### src/rtl/move_eval_sequencer.sv
// One-ply search sequencer: clears the move generator, walks every generated move through
// the evaluator and keeps the best score for the side to move. Optional watchdog: MOVE_SEQ_TIMEOUT_EN.
`timescale 1ns/1ps

module move_eval_sequencer #(
    parameter int EVAL_WIDTH     = 32,
    parameter int INDEX_WIDTH    = 8,
    parameter int TIMEOUT_CYCLES = 4096
) (
    input  logic                   clk,
    input  logic                   reset,
    input  logic                   start,
    input  logic                   white_to_move,
    output logic                   clear_moves,
    input  logic                   moves_ready,
    input  logic [INDEX_WIDTH-1:0] move_count,
    output logic [INDEX_WIDTH-1:0] move_index,
    input  logic                   move_ready,
    output logic                   clear_eval,
    input  logic                   eval_valid,
    input  logic [EVAL_WIDTH-1:0]  eval,
    output logic                   busy,
    output logic                   done,
    output logic [INDEX_WIDTH-1:0] best_index,
    output logic [EVAL_WIDTH-1:0]  best_eval,
    output logic                   no_moves,
    output logic                   timeout,
    output logic [2:0]             o_dbg_state
);

    // Handshake: clear_moves / clear_eval are single-cycle requests; moves_ready, move_ready and
    // eval_valid are only honoured in the state waiting for them, so stale levels are harmless.
    typedef enum logic [2:0] {
        S_IDLE       = 3'd0,
        S_CLEAR      = 3'd1,
        S_WAIT_MOVES = 3'd2,
        S_SELECT     = 3'd3,
        S_WAIT_MOVE  = 3'd4,
        S_WAIT_EVAL  = 3'd5,
        S_NEXT       = 3'd6,
        S_FINISH     = 3'd7
    } state_t;

    localparam logic [INDEX_WIDTH-1:0] IDX_ONE = INDEX_WIDTH'(1);

    state_t                   r_state;
    state_t                   w_state_next;
    logic                     r_white;
    logic [INDEX_WIDTH-1:0]   r_count;
    logic [INDEX_WIDTH-1:0]   r_move_index;
    logic [INDEX_WIDTH-1:0]   r_best_index;
    logic [EVAL_WIDTH-1:0]    r_best_eval;
    logic                     r_no_moves;
    logic                     w_last;
    logic                     w_better;
    logic                     w_wd_expire;

    assign w_last = (r_move_index == (r_count - IDX_ONE));

    // Index 0 always seeds the best; later moves must be strictly better so ties keep the lower index.
    always_comb begin
        w_better = 1'b0;
        if (r_move_index == '0) begin
            w_better = 1'b1;
        end else if (r_white) begin
            w_better = ($signed(eval) > $signed(r_best_eval));
        end else begin
            w_better = ($signed(eval) < $signed(r_best_eval));
        end
    end

    always_comb begin
        w_state_next = r_state;
        case (r_state)
            S_IDLE: begin
                if (start) begin
                    w_state_next = S_CLEAR;
                end
            end
            S_CLEAR: begin
                w_state_next = S_WAIT_MOVES;
            end
            S_WAIT_MOVES: begin
                if (moves_ready) begin
                    w_state_next = (move_count == '0) ? S_FINISH : S_SELECT;
                end else if (w_wd_expire) begin
                    w_state_next = S_FINISH;
                end
            end
            S_SELECT: begin
                w_state_next = S_WAIT_MOVE;
            end
            S_WAIT_MOVE: begin
                if (move_ready) begin
                    w_state_next = S_WAIT_EVAL;
                end else if (w_wd_expire) begin
                    w_state_next = S_FINISH;
                end
            end
            S_WAIT_EVAL: begin
                if (eval_valid) begin
                    w_state_next = S_NEXT;
                end else if (w_wd_expire) begin
                    w_state_next = S_FINISH;
                end
            end
            S_NEXT: begin
                w_state_next = w_last ? S_FINISH : S_SELECT;
            end
            S_FINISH: begin
                w_state_next = S_IDLE;
            end
            default: begin
                w_state_next = S_IDLE;
            end
        endcase
    end

    always_ff @(posedge clk) begin
        if (reset) begin
            r_state <= S_IDLE;
        end else begin
            r_state <= w_state_next;
        end
    end

    always_ff @(posedge clk) begin
        if (reset) begin
            r_white      <= 1'b0;
            r_count      <= '0;
            r_move_index <= '0;
            r_best_index <= '0;
            r_best_eval  <= '0;
            r_no_moves   <= 1'b0;
        end else begin
            case (r_state)
                S_IDLE: begin
                    if (start) begin
                        r_white    <= white_to_move;
                        r_no_moves <= 1'b0;
                    end
                end
                S_WAIT_MOVES: begin
                    if (moves_ready) begin
                        r_count <= move_count;
                        if (move_count == '0) begin
                            r_no_moves   <= 1'b1;
                            r_best_index <= '0;
                            r_best_eval  <= '0;
                        end else begin
                            r_move_index <= '0;
                        end
                    end
                end
                S_WAIT_EVAL: begin
                    if (eval_valid && w_better) begin
                        r_best_index <= r_move_index;
                        r_best_eval  <= eval;
                    end
                end
                S_NEXT: begin
                    if (!w_last) begin
                        r_move_index <= r_move_index + IDX_ONE;
                    end
                end
                default: begin
                end
            endcase
        end
    end

`ifdef MOVE_SEQ_TIMEOUT_EN
    localparam int                WD_W    = $clog2(TIMEOUT_CYCLES) + 1;
    localparam logic [WD_W-1:0]   WD_LAST = WD_W'(TIMEOUT_CYCLES - 1);
    localparam logic [WD_W-1:0]   WD_ONE  = WD_W'(1);

    logic [WD_W-1:0] r_wd_cnt;
    logic            r_timeout;
    logic            w_waiting;
    logic            w_wait_event;

    assign w_waiting    = (r_state == S_WAIT_MOVES) || (r_state == S_WAIT_MOVE) ||
                          (r_state == S_WAIT_EVAL);
    assign w_wait_event = ((r_state == S_WAIT_MOVES) && moves_ready) ||
                          ((r_state == S_WAIT_MOVE)  && move_ready)  ||
                          ((r_state == S_WAIT_EVAL)  && eval_valid);
    assign w_wd_expire  = w_waiting && (r_wd_cnt == WD_LAST);

    // Reloads on every state change so each wait gets the full budget.
    always_ff @(posedge clk) begin
        if (reset) begin
            r_wd_cnt <= '0;
        end else if (w_state_next != r_state) begin
            r_wd_cnt <= '0;
        end else if (w_waiting && !w_wd_expire) begin
            r_wd_cnt <= r_wd_cnt + WD_ONE;
        end
    end

    always_ff @(posedge clk) begin
        if (reset) begin
            r_timeout <= 1'b0;
        end else if ((r_state == S_IDLE) && start) begin
            r_timeout <= 1'b0;
        end else if (w_wd_expire && !w_wait_event) begin
            r_timeout <= 1'b1;
        end
    end

    assign timeout = r_timeout;
`else
    localparam int UNUSED_TIMEOUT_CYCLES = TIMEOUT_CYCLES;

    assign w_wd_expire = 1'b0;
    assign timeout     = 1'b0;
`endif

    assign clear_moves = (r_state == S_CLEAR);
    assign clear_eval  = (r_state == S_SELECT);
    assign done        = (r_state == S_FINISH);
    assign busy        = (r_state != S_IDLE) && (r_state != S_FINISH);
    assign move_index  = r_move_index;
    assign best_index  = r_best_index;
    assign best_eval   = r_best_eval;
    assign no_moves    = r_no_moves;
    assign o_dbg_state = r_state;

endmodule

### config.mk
export PLATFORM = sky130hd
export DESIGN_NAME = move_eval_sequencer
export DESIGN_NICKNAME = d
export VERILOG_FILES = /design/src/rtl/move_eval_sequencer.sv
export SDC_FILE = /design/constraint.sdc
export NUM_CORES = 1
export LEC_CHECK = 0
export CAP_MARGIN = 20
export CORE_ASPECT_RATIO = 1.2
export CORE_MARGIN = 2
export CORE_UTILIZATION = 48
export CTS_BUF_LIST = sky130_fd_sc_hd__clkbuf_8 sky130_fd_sc_hd__clkbuf_16
export DETAILED_ROUTE_END_ITERATION = 8
export PLACE_DENSITY = 0.81
export SLEW_MARGIN = 20
export SYNTH_ARGS = -nofsm -noshare
export SYNTH_HDL_FRONTEND = slang
export SYNTH_SLANG_ARGS = --single-unit
### constraint.sdc
create_clock -name clk -period 3.4 [get_ports clk]
set_input_delay 0.51 -clock clk [delete_from_list [all_inputs] [get_ports clk]]
set_output_delay 0.51 -clock clk [all_outputs]
set_load 0.02 [all_outputs]
==> qor.yml, run 1 <==
netlist.area_leader.share: 0.349
initial_utilization: 0.490
fin_cells: 586
period_minus_slack_ns: 3.02
antenna_found_initial: 0
final_hold_viol_count: 0
diodes: 0
register_area_um2: 1220
grt_pass1_wl_um: 14700
cap_violations: 0
syn_inst: 390
synth_top_family_by_area: "compound AO/OA/AOI/OAI gates"
holdBufCountCts: 0
grt_max_degree: 24
num_vias: 3213
yosys_warnings: 0
die_w_um: 81.9
die_y_um: 97.5
drv_slew: 0
yosys.area_share.simple: 0.163
dr.pass1.iters: 4
yosys.area_share.adder: 0.125
fill_cells: 580
clock-sinks: 61
cts_root_buf: "clkbuf_8"
cp_max_fo: 23
max_stage_delay_ns: 0.44
final_nets: 573
slowest_stage: "clkdlybuf4s50_1"
cts_tree: "built"
htreeDepth: 3
totalPowerFinal_w: 0.00172
synth_xor_area_frac: 0.0325
synthToLayoutAreaGrowth_pct: 37.1
cp_top_family: "compound AO/OA/AOI/OAI gates"
core_area_um2: 7150
yosysTopAreaCell: "dfxtp_1"
viasPerCell: 5.48
path_clk_slew_ns: 0.06
drive_gt1_frac: 0.0706
final.setup.tns_ns: 0
grt-ovfl-total: 0
place_congestion: 0.869
grt_usage: 0.233
post_cts_buffers: 0
clk_latency_ns: 0.34
num_io_pins: 104
crit_type: "in2reg"
critPathArrivalTime_ns: 3.30
cp_cell_sequence: "clkdlybuf4s50_1 > ha_1 > a21o_1 > a31oi_1 > o211ai_1 > o31ai_2 > mux2_4 > o41ai_4 > buf_4 > a22o_1"
multi_input_area_um2: 2010
synthTopCellsByArea: "dfxtp_1 (35%), ha_1 (13%), a22o_1 (10%)"
syn_nets: 472
synth.distinct_cells: 59
power.density_nw_per_um2: 358
ir_drop_uv: 291
fin_skew_ns: 0.0101
rsz0062_at_grt: "no"
hp-class: "reg2reg"
syn_area_per_cell_um2: 8.97
dp.cells: 570
status: "completed"
port_buffers: 102
ys.flop_type: "dfxtp_1"
dieArea_um2: 7990
worst_hold_slack_ns: 0.483
cts_buffers: 9
synth_seq_cells: 61
synth_edf_count: 0
required_ns: 3.68
end_kind: "flip-flop"
wire_per_inst_um: 15.2
crit_path_start_kind: "input port"
place_hpwl_um: 6770
cts-resized-gates: 0
cts_buffer_depth: 2
async_reset_ff_frac: 0
grt_pass1_vias: 3281
p_leak_nw: 1.79
synth.area.mux_share: 0.0247
period_share: 0.888
ys_seq_area_frac: 0.349
synth_compound_area_frac: 0.229
crit_buf_inv: 2
drc_errors: 0
netlist_area_um2: 3500
drt_iter0_markers: 137
row_count: 34
setup_viol: 0
drt.antenna.violating_nets: 0
routed_wl_um: 8900
max_freq_mhz: 331
[worst paths after layout]
| path | start | to | slack (ns) | depth (start not counted) |
|---|---|---|---|---|
| max | eval[29] | best_eval[20] | 0.38 | 10 |
| min | best_index[5] | best_index[5] | 0.48 | 1 |
| max reg2reg | best_eval[29] | best_eval[20] | 0.61 | 10 |
| min reg2reg | best_index[5] | best_index[5] | 0.48 | 1 |
[state kept, by name, indices dropped and copies added, names as in the netlist]
name,flops
o_dbg_state,3
r_white,1
r_count,8
no_moves,1
best_index,8
best_eval,32
move_index,8
[layout by cell type, fill, tap and decap left out, drive strengths merged, types with 2 or more instances in the layout]
cell           Yosys  final
xor2               6      6
clkbuf             9     11
nand2b             9      9
a21boi             2      2
mux2               2      2
nand2             31     31
inv               41     42
and3               2      2
and4               2      2
nor3               9      9
a31oi              4      4
ha                35     35
and2               3      3
clkdlybuf4s50      0    102
nor4               3      3
a41o               2      2
buf               10      7
nor2              26     26
o21a               3      3
or2                2      2
or4                2      2
bufinv             0      2
a22o              40     40
a211oi             4      4
a211o              2      2
or3                2      2
clkinv             0      2
mux2i              6      6
o21ai              8      8
xnor2              7      7
dfxtp             61     61
nand4              8      8
o211ai             3      3
nand3              6      6
a21oi             23     23
nor2b              2      2
[through the flow]
stage	cell area, µm²	util	setup WS, ns
floorplan	3500	-	0.718
global placement	4570	0.640	0.0958
detailed placement	4570	0.640	0.0518
CTS	4800	0.672	0.405
global route	4800	0.672	0.237
finish	4800	0.672	0.381
[cells in the mapped netlist (all sizes together) (4+ instances only)]
master / count
nor3: 9
xor2: 6
buf: 10
a31oi: 4
a22o: 40
nand2: 31
a211oi: 4
ha: 35
nand4: 8
inv: 41
nor2: 26
nand3: 6
xnor2: 7
nand2b: 9
o21ai: 8
mux2i: 6
clkbuf: 9
a21oi: 23
dfxtp: 61
[where the power goes]
part | switching, W | internal [W] | total (W)
clock | 0.000279 | 0.000448 | 0.000727
combinational | 0.000123 | 0.000129 | 0.000251
sequential | 0.0000180 | 0.000723 | 0.000741
[layer usage]
| layer | wire, µm | part of all wire | GRT usage |
|---|---|---|---|
| met5 | 0 | 0 | 0 |
| met4 | 170 | 0.019 | 0.0859 |
| met3 | 558 | 0.063 | 0.0641 |
| met2 | 4560 | 0.51 | 0.403 |
| met1 | 3610 | 0.41 | 0.266 |
[cell type report]
| type | instances | share of cell area |
|---|---|---|
| Clock buffer | 11 | 0.0315 |
| Clock inverter | 5 | 0.0154 |
| Inverter | 41 | 0.0321 |
| Multi-Input combinational cell | 269 | 0.419 |
| Sequential cell | 61 | 0.254 |
| Tap cell | 90 | 0.0235 |
| Timing Repair Buffer | 109 | 0.224 |
[cell families after synthesis]
logic type,after synthesis
flops,61
other cells,1
xor+xnor,13
compound gates,103
mux,8
buf+inv,60
simple gates,109
fa+ha+maj,35
(Power assumes the default switching activity.)
==> run 2: changes to the inputs <==
CELL_PAD_IN_SITES_DETAIL_PLACEMENT = 1   (was not set)
CELL_PAD_IN_SITES_GLOBAL_PLACEMENT = 2   (was not set)
CORE_UTILIZATION = 28   (was 48)
PLACE_DENSITY = not set   (was 0.81)
PLACE_DENSITY_LB_ADDON = 0.1   (was not set)
==> qor.yml, run 2 (synthesis gave the netlist of run 1 again) <==
status: "completed"
cap_violations: 0  # unchanged
cp_top_family: "compound AO/OA/AOI/OAI gates"
placed_area_um2: 4710  # +2.9%
htreeDepth: 3  # unchanged
switchingPower_w: 0.000501  # +19%
final_cell_mix: "clkdlybuf4s50_1 (102), dfxtp_1 (61), inv_1 (41)"
period_minus_slack_ns: 3.07  # +0.0513 ns
crit_start: "eval[29]"
crit_path_start_kind: "input port"
slowest_stage: "clkdlybuf4s50_1"
grt-ovfl-total: 0  # unchanged
grt_pass1_wl_um: 17100  # +16%
drive_gt1_frac: 0.0820  # +0.0114
routed_wl_um: 10400  # +16%
power.density_nw_per_um2: 374  # +4.5%
worst_hold_slack_ns: 0.476  # -0.00733 ns
clk_latency_ns: 0.33  # about the same
setup_viol: 0  # unchanged
drt_iter0_markers: 54  # -61%
cp_max_fo: 17  # -26%
end_kind: "flip-flop"
antenna_found_initial: 0  # unchanged
place_congestion: 0.770  # -11%
max_freq_mhz: 326  # -1.7%
grt_pass1_vias: 3437  # +4.8%
pwr-share-seq: 0.397  # -0.034
synthToLayoutAreaGrowth_pct: 42.7
place_hpwl_um: 8050  # +19%
num_io_pins: 104  # unchanged
fill_cells: 1420  # +140%
clock-sinks: 61  # unchanged
final_common_cell: "clkdlybuf4s50_1"
post_cts_buffers: 0  # unchanged
cts-resized-gates: 0  # unchanged
cts_root_buf: "clkbuf_16"
p_leak_nw: 1.82  # +1.7%
final_nets: 577  # +0.70%
utilization: 0.410  # -0.261
top_layer_used: "met4"
max_stage_delay_ns: 0.45  # about the same
largest_reg_flops: 32  # unchanged
multi_input_area_um2: 2010  # about the same
dr.pass1.iters: 4  # unchanged
power.switching_fraction: 0.268  # +0.0237
stdcell_area_um2: 4990  # +4.0%
tightest_slew_ns: 0.531
drt.antenna.violating_nets: 0  # unchanged
hp-class: "reg2reg"
combinationalPowerShare: 0.136  # -0.010
initial_utilization: 0.288  # -0.202
dp.cells: 645  # +13%
required_ns: 3.62  # -0.06 ns
drc_errors: 0  # unchanged
ir_drop_uv: 181  # -38%
diodes: 0  # unchanged
crit_type: "in2reg"
die_w_um: 106  # +29%
grt_usage: 0.160  # -0.0727
fin_skew_ns: 0.00548  # -0.00458 ns
critPathArrivalTime_ns: 3.29  # about the same
viasPerCell: 4.89  # -11%
core_area_um2: 12200  # +70%
cts_tree: "built"
dr_wl_met2_um: 5450  # +20%
worstHoldStart: "r_count[7]"
wl_met1_um: 4420  # +22%
period_share: 0.903  # +0.0151
totalPowerFinal_w: 0.00187  # +8.8%
pwr-share-clk: 0.466  # +0.043
row_count: 44  # +29%
num_vias: 3232  # +0.59%
register_area_um2: 1220  # unchanged
rsz0062_at_grt: "no"
crit_buf_inv: 2  # unchanged
cts_buffer_depth: 2  # unchanged
worstReg2RegStart: "best_eval[29]"
die_y_um: 126  # +30%
dieArea_um2: 13400  # +68%
max_slew_margin: 0.644
wire_per_inst_um: 15.7  # +3.3%
cp_cell_sequence: "clkdlybuf4s50_1 > ha_1 > a21o_1 > a31oi_1 > o211ai_1 > o31ai_2 > mux2_4 > o31a_2 > buf_4 > a22o_1"
drv_slew: 0  # unchanged
holdBufCountCts: 0  # unchanged
path_clk_slew_ns: 0.06  # about the same
fin_cells: 661  # +13%
final_hold_viol_count: 0  # unchanged
p_int_w: 0.00137  # +5.4%
grt_max_degree: 24  # unchanged
port_buffers: 102  # unchanged
cts_buffers: 9  # unchanged
route.met3.wl_um: 323  # -42%
run 2: cell count changes in the layout (fill, tap and decap cells not counted):
cell and change:
clkinv_2 -2, inv_6 +1, o31a_1 -1, clkinv_4 +1
clkinvlp_4 +4, clkbuf_16 +9, clkbuf_8 -10, o31a_2 +1
buf_4 +3, buf_12 +1, bufinv_16 -2, inv_1 -1
run 2: through the flow:
| step | TNS, ns | setup WS, ns |
|---|---|---|
| after floorplan | 0 | 0.718 |
| after global placement | -0.139 | -0.00927 |
| after detailed placement | -0.501 | -0.0394 |
| after CTS | 0 | 0.318 |
| after global routing | 0 | 0.114 |
| final | 0 | 0.330 |
run 2: cell type report:
class / count / area share
Inverter: 41 / 0.0308
Multi-Input combinational cell: 269 / 0.403
Tap cell: 161 / 0.0403
Sequential cell: 61 / 0.245
Timing Repair Buffer: 113 / 0.224
Clock inverter: 6 / 0.00952
Clock buffer: 10 / 0.0479
run 2: path summary, 6_finish.rpt:
check        slack, ns            end  depth (start not counted)
min               0.48     r_count[7]                          2
max reg2reg       0.57  best_index[1]                         10
min reg2reg       0.48     r_count[7]                          2
max               0.33  best_index[1]                         10
run 2: routing by layer:
layer	track usage	vias to the layer above
li1	-	1607
met1	0.186	1552
met2	0.293	60
met3	0.0277	13
met4	0.0573	0
met5	0	-
run 2: power by group through the flow:
stage | clock, W | combinational, W | sequential, W
floorplan | 0 | 0.000147 | 0.000750
global placement | 0 | 0.000254 | 0.000759
detailed placement | 0 | 0.000258 | 0.000759
CTS | 0.000901 | 0.000260 | 0.000743
global route | 0.000928 | 0.000283 | 0.000746
finish | 0.000872 | 0.000255 | 0.000743
run 2: worst register-to-register path: cells and delay by family (launching register included):
kind / cells / cell delay (ns)
flops: 1 / 0.38
buf+inv: 2 / 0.27
fa+ha+maj: 1 / 0.30
compound gates: 6 / 1.42
mux: 1 / 0.35
==> run 3: changes to the inputs <==
clock period = 3.1 ns   (was 3.4 ns; I/O delays follow)
==> qor.yml, run 3 (synthesis gave the netlist of run 1 again) <==
die_w_um: 106  # unchanged
fill_cells: 1409  # -0.77%
place_hpwl_um: 8300  # +3.0%
port_buffers: 102  # unchanged
timing.critical_path.mode_cell: "buf_4"
final_nets: 591  # +2.4%
worstHoldStart: "eval[29]"
rr_worst_depth: 12  # +2
routed_wl_um: 10700  # +3.2%
clk_latency_ns: 0.33  # about the same
p_leak_nw: 1.95  # +7.0%
rr_endpoint: "best_eval[26]"
final_common_cell: "clkdlybuf4s50_1"
final_cell_mix: "clkdlybuf4s50_1 (101), dfxtp_1 (61), inv_1 (43)"
end_kind: "flip-flop"
path_clk_slew_ns: 0.05  # about the same
diodes: 0  # unchanged
max_slew_margin: 0.638  # -0.00518
antenna_found_initial: 0  # unchanged
register_area_um2: 1220  # unchanged
rsz0062_at_grt: "no"
final_hold_viol_count: 0  # unchanged
power.density_nw_per_um2: 438  # +17%
grt_max_degree: 24  # unchanged
drive_gt1_frac: 0.109  # +0.0269
fin_ws_ns: 0.190  # -0.140 ns
crit_buf_inv: 4  # +2
period_minus_slack_ns: 2.91
setup_viol: 0  # unchanged
cts_buffers: 9  # unchanged
clock-sinks: 61  # unchanged
slowest_stage: "clkdlybuf4s50_1"
row_count: 44  # unchanged
required_ns: 3.37  # -0.25 ns
hold_end: "best_eval[29]"
num_vias: 3311  # +2.4%
multi_input_area_um2: 2050  # +1.7%
place_congestion: 0.804  # +4.4%
crit_path_start_kind: "input port"
grt_pass1_vias: 3653  # +6.3%
dieArea_um2: 13400  # unchanged
cts_buffer_depth: 2  # unchanged
grt_usage: 0.166  # +0.00598
post-place-ws_ns: -0.323  # -0.284 ns
tightest_slew_ns: 0.539  # +0.00772 ns
cp_top_family: "buffers and inverters"
fin_skew_ns: 0.00581  # +0.000326 ns
critPathArrivalTime_ns: 3.18  # -0.11 ns
utilization: 0.427  # +0.0168
drc_errors: 0  # unchanged
viasPerCell: 4.91  # +0.32%
worstReg2RegStart: "best_eval[29]"
fin_cells: 675  # +2.1%
holdBufCountCts: 0  # unchanged
crit_type: "in2reg"
placed_area_um2: 4800  # +1.9%
drt.antenna.violating_nets: 0  # unchanged
cts_root_buf: "clkbuf_16"
cp_cell_sequence: "clkdlybuf4s50_1 > ha_1 > nand4_2 > nor4_4 > a21boi_2 > o31ai_2 > buf_4 > mux2i_4 > o41ai_4 > buf_4 > buf_6 > a22o_1"
status: "completed"
cap_violations: 0  # unchanged
cts_tree: "built"
htreeDepth: 3  # unchanged
grt-ovfl-total: 0  # unchanged
core_area_um2: 12200  # unchanged
stdcell_area_um2: 5200  # +4.1%
ir_drop_uv: 204  # +12%
drt_iter0_markers: 85  # +57%
grt_pass1_wl_um: 17700  # +3.4%
largest_reg_flops: 32  # unchanged
die_y_um: 126  # unchanged
wire_per_inst_um: 15.9  # +1.1%
max_freq_mhz: 344
synthToLayoutAreaGrowth_pct: 48.5
dr.pass1.iters: 4  # unchanged
max_stage_delay_ns: 0.44  # about the same
initial_utilization: 0.288  # unchanged
num_io_pins: 104  # unchanged
drv_slew: 0  # unchanged
holdPathStages: 2  # unchanged
hp-class: "in2reg"
cp_max_fo: 15  # -2
r2r_setup_slack_ns: 0.27  # -0.30 ns
period_share: 0.939
dp.cells: 657  # +1.9%
-- run 3: worst max path at each step --
stage                                to  slack (ns)  cells past startpoint     startpoint
after floorplan           best_index[7]        0.43                     10  best_eval[29]
after CTS                 best_index[5]        0.02                     10       eval[29]
after global routing      best_eval[23]        0.05                     12       eval[22]
final                     best_eval[13]        0.19                     12       eval[15]
after detailed placement  best_eval[30]       -0.32                     10       eval[29]
after global placement    best_index[6]       -0.30                     10       eval[29]
-- run 3: where the power goes --
part | internal, W | switching (W)
Clock | 0.000799 | 0.000359
Sequential | 0.000794 | 0.0000206
Combinational | 0.000156 | 0.000147
-- run 3: area by class of cell --
class / instances / share of cell area
Clock buffer: 10 / 0.0460
Clock inverter: 6 / 0.0197
Inverter: 41 / 0.0296
Multi-Input combinational cell: 269 / 0.394
Sequential cell: 61 / 0.235
Tap cell: 161 / 0.0388
Timing Repair Buffer: 127 / 0.237
-- run 3: through the flow --
| stage | hold slack [ns] | TNS [ns] | power (W) |
|---|---|---|---|
| 6_report | 0.428 | 0 | 0.00228 |
| 5_1_grt | 0.447 | 0 | 0.00237 |
| 4_1_cts | 0.488 | 0 | 0.00230 |
| 3_5_place_dp | 0.475 | -11.77 | 0.00113 |
| 3_3_place_gp | 0.467 | -11.75 | 0.00112 |
| 2_1_floorplan | 0.448 | 0 | 0.000984 |
-- run 3: timing repair --
| action | in CTS | in global routing |
|---|---|---|
| endpoints found under the setup margin | 0 | 40 |
| resized for setup | 0 | 10 |
| buffers inserted | 0 | 1 |
-- run 3: metal layers --
metal | GRT usage | wire (µm) | vias to the layer above
li1 | - | - | 1639
met3 | 0.0344 | 375 | 14
met2 | 0.312 | 5720 | 65
met5 | 0 | 0 | -
met1 | 0.182 | 4420 | 1593
met4 | 0.0604 | 193 | 0
